[src/rtl/sort_pipe_sched.sv]
// Scheduler and controller for the 4-input, 3-stage pipelined bubble sorter:
// round-robin A/B intake, whole-pipe stall, occupancy/tag tracking and output deskew.
module sort_pipe_sched #(
    parameter int width = 8
) (
    input  logic             clk,
    input  logic             rst,
    input  logic             a_valid,
    output logic             a_ready,
    input  logic [width-1:0] a_in1,
    input  logic [width-1:0] a_in2,
    input  logic [width-1:0] a_in3,
    input  logic [width-1:0] a_in4,
    input  logic             b_valid,
    output logic             b_ready,
    input  logic [width-1:0] b_in1,
    input  logic [width-1:0] b_in2,
    input  logic [width-1:0] b_in3,
    input  logic [width-1:0] b_in4,
    output logic             sort_en,
    output logic [width-1:0] sort_in1,
    output logic [width-1:0] sort_in2,
    output logic [width-1:0] sort_in3,
    output logic [width-1:0] sort_in4,
    input  logic [width-1:0] sort_out1,
    input  logic [width-1:0] sort_out2,
    input  logic [width-1:0] sort_out3,
    input  logic [width-1:0] sort_out4,
    output logic             res_valid,
    input  logic             res_ready,
    output logic             res_tag,
    output logic [width-1:0] res1,
    output logic [width-1:0] res2,
    output logic [width-1:0] res3,
    output logic [width-1:0] res4,
    output logic             busy
);

    logic             r_vld_p0, r_vld_p1, r_vld_p2;
    logic             r_tag_p0, r_tag_p1, r_tag_p2;
    logic             r_last_b;
    logic [width-1:0] r_d3_p2;
    logic [width-1:0] r_d4_p1, r_d4_p2;

    logic w_en;
    logic w_grant_a;
    logic w_grant_b;
    logic w_accept;

    // Reset forces the enable high so a sorter sharing rst flushes with us.
    assign w_en      = rst | ~(r_vld_p2 & ~res_ready);
    assign w_grant_a = a_valid & (~b_valid | r_last_b);
    assign w_grant_b = b_valid & (~a_valid | ~r_last_b);
    assign w_accept  = w_en & ~rst & (a_valid | b_valid);

    assign a_ready = w_accept & w_grant_a;
    assign b_ready = w_accept & w_grant_b;
    assign sort_en = w_en;

    always_comb begin
        sort_in1 = '0;
        sort_in2 = '0;
        sort_in3 = '0;
        sort_in4 = '0;
        if (a_ready) begin
            sort_in1 = a_in1;
            sort_in2 = a_in2;
            sort_in3 = a_in3;
            sort_in4 = a_in4;
        end else if (b_ready) begin
            sort_in1 = b_in1;
            sort_in2 = b_in2;
            sort_in3 = b_in3;
            sort_in4 = b_in4;
        end
    end

    always_ff @(posedge clk) begin
        if (rst) begin
            r_vld_p0 <= 1'b0;
            r_vld_p1 <= 1'b0;
            r_vld_p2 <= 1'b0;
            r_tag_p0 <= 1'b0;
            r_tag_p1 <= 1'b0;
            r_tag_p2 <= 1'b0;
            r_last_b <= 1'b1;
            r_d3_p2  <= '0;
            r_d4_p1  <= '0;
            r_d4_p2  <= '0;
        end else if (w_en) begin
            // p0: sorter stage 1 holds the item; its max is already on sort_out4
            r_vld_p0 <= w_accept;
            r_tag_p0 <= b_ready;
            // p1: max delayed once, 3rd element now on sort_out3
            r_vld_p1 <= r_vld_p0;
            r_tag_p1 <= r_tag_p0;
            r_d4_p1  <= sort_out4;
            // p2: max and 3rd aligned with min/2nd coming off the last stage
            r_vld_p2 <= r_vld_p1;
            r_tag_p2 <= r_tag_p1;
            r_d4_p2  <= r_d4_p1;
            r_d3_p2  <= sort_out3;
            if (w_accept) begin
                r_last_b <= w_grant_b;
            end
        end
    end

    assign res_valid = r_vld_p2 & ~rst;
    assign res_tag   = r_tag_p2 & ~rst;
    assign res1      = sort_out1;
    assign res2      = sort_out2;
    assign res3      = rst ? '0 : r_d3_p2;
    assign res4      = rst ? '0 : r_d4_p2;
    assign busy      = (r_vld_p0 | r_vld_p1 | r_vld_p2) & ~rst;

endmodule

[config.mk]
export PLATFORM = sky130hd
export DESIGN_NAME = sort_pipe_sched
export DESIGN_NICKNAME = d
export VERILOG_FILES = /design/src/rtl/sort_pipe_sched.sv
export SDC_FILE = /design/constraint.sdc
export NUM_CORES = 1
export LEC_CHECK = 0
export ABC_AREA = 0
export CORE_MARGIN = 1.5
export CORE_UTILIZATION = 29
export CTS_CLUSTER_SIZE = 20
export DETAILED_ROUTE_END_ITERATION = 8
export GPL_TIMING_DRIVEN = 0
export PLACE_DENSITY = 0.82
export SLEW_MARGIN = 10
export SYNTH_ARGS = -nofsm -noshare
export SYNTH_HDL_FRONTEND = slang
export SYNTH_SLANG_ARGS = --single-unit
[constraint.sdc]
create_clock -name clk -period 1.9 [get_ports clk]
set_clock_uncertainty 0.05 [all_clocks]
set_input_delay 0.19 -clock clk [delete_from_list [all_inputs] [get_ports clk]]
set_output_delay 0.19 -clock clk [all_outputs]
set_load 0.005 [all_outputs]
==> key figures <==
Power
  – Flop pwr share: 0.392
  – Net Sw Frac: 0.2382
  – P_sw: 0.0004333 W
  – Lkg Pwr: between 1.5 and 2 nW
  – Internal power: roughly 0.0014 W
  – Peak supply drop: between 0.5 and 0.6 mV
  – Clock network fraction of design power: 0.280
  – Comb pwr share: 0.329
  – Pwr dens: 520.8 nW/µm²

Setup path
  – Worst-path fanout max: 4
  – CP max stage cell: dfxtp_2
  – Slowest stage delay, CP: about 0.34 ns
  – Startpoint types: flip-flop
  – Crit Path Category: reg -> out
  – Worst path arrival time: approximately 1.8 ns
  – Cells along the critical path: nor2b_4, nor4b_4, buf_4, buf_6, buf_6, buf_6, buf_6, a22o_1, buf_2
  – CP top delay family: buffers and inverters
  – CP Capture Type: primary output
  – CP bufs+invs: 6
  – WP data required: between 1.5 and 2 ns
  – CP dominant cell by count: buf_6

CTS
  – Clk Latency, worst-skew pair: approximately 0.28 ns
  – TritonCTS Buffers: 5
  – CTS sink count: 31
  – Clock slew at reported path FFs: 0.06 ns
  – CTS H-tree lvls: 2
  – CTS tree: yes
  – Clk buf depth: 2
  – Clock root buffer: clkbuf_8

Floorplan
  – Chip width: approximately 80 µm
  – I/O pins: 171
  – Core area: ~5400 µm²
  – Initial Utilization: 0.2979
  – Die Ht: between 70 and 80 µm
  – Rows: 27
  – Die area: about 6000 µm²

Global route
  – Global-route congestion overflow total: 0
  – Largest net degree at the start of global routing: 11
  – First-pass GRT wire length: between 10 and 15 mm
  – Number of global-route vias before repair: about 2.1k
  – Initial antenna violation count: 0
  – Total GRT Usage: 0.2131

STA
  – RSZ-0062 raised after global routing: yes
  – Final min period: between 2 and 2.5 ns
  – Max Fclk: just under 500 MHz
  – Part of the cycle the worst path needs: 1.069
  – Slew margin rel.: 0.6760
  – Max-slew violation count: 0
  – Setup WS post-layout: -0.1311 ns
  – Hold Vio Cnt, Final: 0
  – Actual slew at the worst max-slew pin: 0.4860 ns
  – Setup violators final: 19
  – Hold WS: 0.3465 ns

Final layout
  – Final net count: roughly 450
  – Number of fill cells: 472
  – Diodes inserted: 0
  – Synthesis-to-layout area growth: 115.6%
  – Fraction of layout cells with a size suffix above 1: 0.2977
  – Fin cells: roughly 420

Synth
  – Synth cell types: 22
  – Post-Synthesis Cell Area: 1620 µm²
  – Top post-synthesis cells by area: dfxtp_1, a22o_1, buf_4
  – Synth cell count leaders: a22o_1, dfxtp_1, buf_4, nor2b_1, buf_2
  – Post-synth EDFFs: 0
  – Post-synth top area share: 0.3830
  – Synth warnings: 0
  – Syn Inst Count: ~160
  – Most frequent cell after synthesis: a22o_1
  – Post-synthesis register bit count: 31
  – Syn_nets: 259
  – Synth Flop Type: dfxtp_1
  – Syn_area_per_cell: 10.26 µm²
  – Synth area leader: dfxtp_1
  – Sequential share of the synthesized area: 0.3830
  – Ys async rst share: 0

Drt
  – Final wirelength: between 6 and 7 mm
  – Final ANT Viol Nets: 0
  – DRC viols: 0
  – Vias/cell: between 4 and 5
  – Detailed Routing Iterations Pass 1: 6
  – Per-cell routed wire length: approximately 16 µm
  – Via count: ~2k
  – Initial DRC count: between 70 and 80

Placed design
  – Count of placed standard cells including taps: approximately 380
  – HPWL after DPL: ~4.8 mm
  – RD Place Congestion: 0.8163
  – Port Buf Inserts: about 150

Run status
  – Status: finished with violations
  – Failing checks: setup timing

Hold path
  – HP Class: in -> reg

Run
  – Max-cap viol count: 0
-- tightest hold or removal path, cell delays in order --
cell and delay (ns):
dlygate4sd2_1 0.23, or2_2 0.12, a22o_1 0.11
-- cell families after synthesis --
kind of cell,count (synthesis),share of synthesized area
AO/OA/AOI/OAI,64,0.3529
flip-flops,31,0.3830
AND/OR/NAND/NOR,30,0.1259
buffers and inverters,33,0.1382
-- power by group through the flow --
stage	Combinational, W	Sequential (W)	Clock [W]
6_report	0.000598	0.000712	0.000509
5_1_grt	0.000637	0.000717	0.000554
4_1_cts	0.000583	0.000711	0.000525
3_5_place_dp	0.000561	0.000724	0
3_3_place_gp	0.000553	0.000723	0
2_1_floorplan	0.000193	0.000719	0
-- routing by layer --
layer / vias to the layer above / wire [µm] / global-route usage
met5: - / 0 / 0
met4: 0 / 146 / 0.08000
li1: 956 / - / -
met1: 907 / 2756 / 0.2421
met2: 80 / 3357 / 0.3652
met3: 14 / 446 / 0.07294
-- cell type report --
cell class	count	area (µm²)	area share
repair buffers	183	1674	0.4792
multi-input cells	94	778.2	0.2228
flip-flops and latches	31	623.1	0.1784
plain buffers	28	229.0	0.06554
well taps	72	90.09	0.02579
clock buffers	6	82.58	0.02364
inverters	3	11.26	0.003223
clock inverters	1	5.005	0.001433
-- flip-flops by register name, indices dropped and copies added (netlist names) --
register	count
r_d4_p1	8
r_vld_p2	1
r_d4_p2	8
r_last_b	1
r_d3_p2	8
r_tag_p2	1
r_vld_p1	1
r_vld_p0	1
r_tag_p0	1
r_tag_p1	1
-- final timing paths --
kind	start	endpoint	slack, ns	depth (start not counted)
setup / recovery	r_vld_p2$_SDFFE_PP0P_	sort_in1[0]	-0.13	9
hold / removal	b_valid	r_vld_p0$_SDFFE_PP0P_	0.35	3
setup reg to reg	r_vld_p2$_SDFFE_PP0P_	r_d4_p1[1]$_SDFFE_PP0P_	0.25	5
hold reg to reg	r_d4_p1[4]$_SDFFE_PP0P_	r_d4_p2[4]$_SDFFE_PP0P_	0.42	1
-- layout by cell type, fill, tap and decap left out, types with 2 or more instances in the layout --
cell type        count
a22o_1              59
buf_6               23
clkbuf_8             6
clkdlybuf4s50_1    114
dfxtp_2              2
buf_12               2
nor2b_1             18
buf_2               34
buf_4               28
dlygate4sd2_1        5
dfxtp_1             29
nand2_1              3
inv_1                3
clkbuf_1             3
-- metrics by stage --
step                      setup TNS [ns]  total power [W]    util  cell area [µm²]  setup slack [ns]
final                             -1.071         0.001819  0.6423             3493           -0.1311
after global routing              -2.883         0.001907  0.6423             3493           -0.1947
after CTS                         -1.321         0.001819  0.6324             3440           -0.1503
after detailed placement          -19.75         0.001286  0.5960             3242           -0.6347
after global placement            -19.76         0.001276  0.5960             3242           -0.6481
after floorplan                        0        0.0009115       -             1620            0.4111
-- timing repair --
| action | CTS | global route |
|---|---|---|
| setup endpoints to repair | 35 | 34 |
| hold buffers | 0 | 0 |
| pin swaps | 10 | 18 |
| gates cloned | 1 | 0 |
| setup buffers | 25 | 7 |
| gates resized for setup | 161 | 14 |
Power figures use the tool's default switching activity.
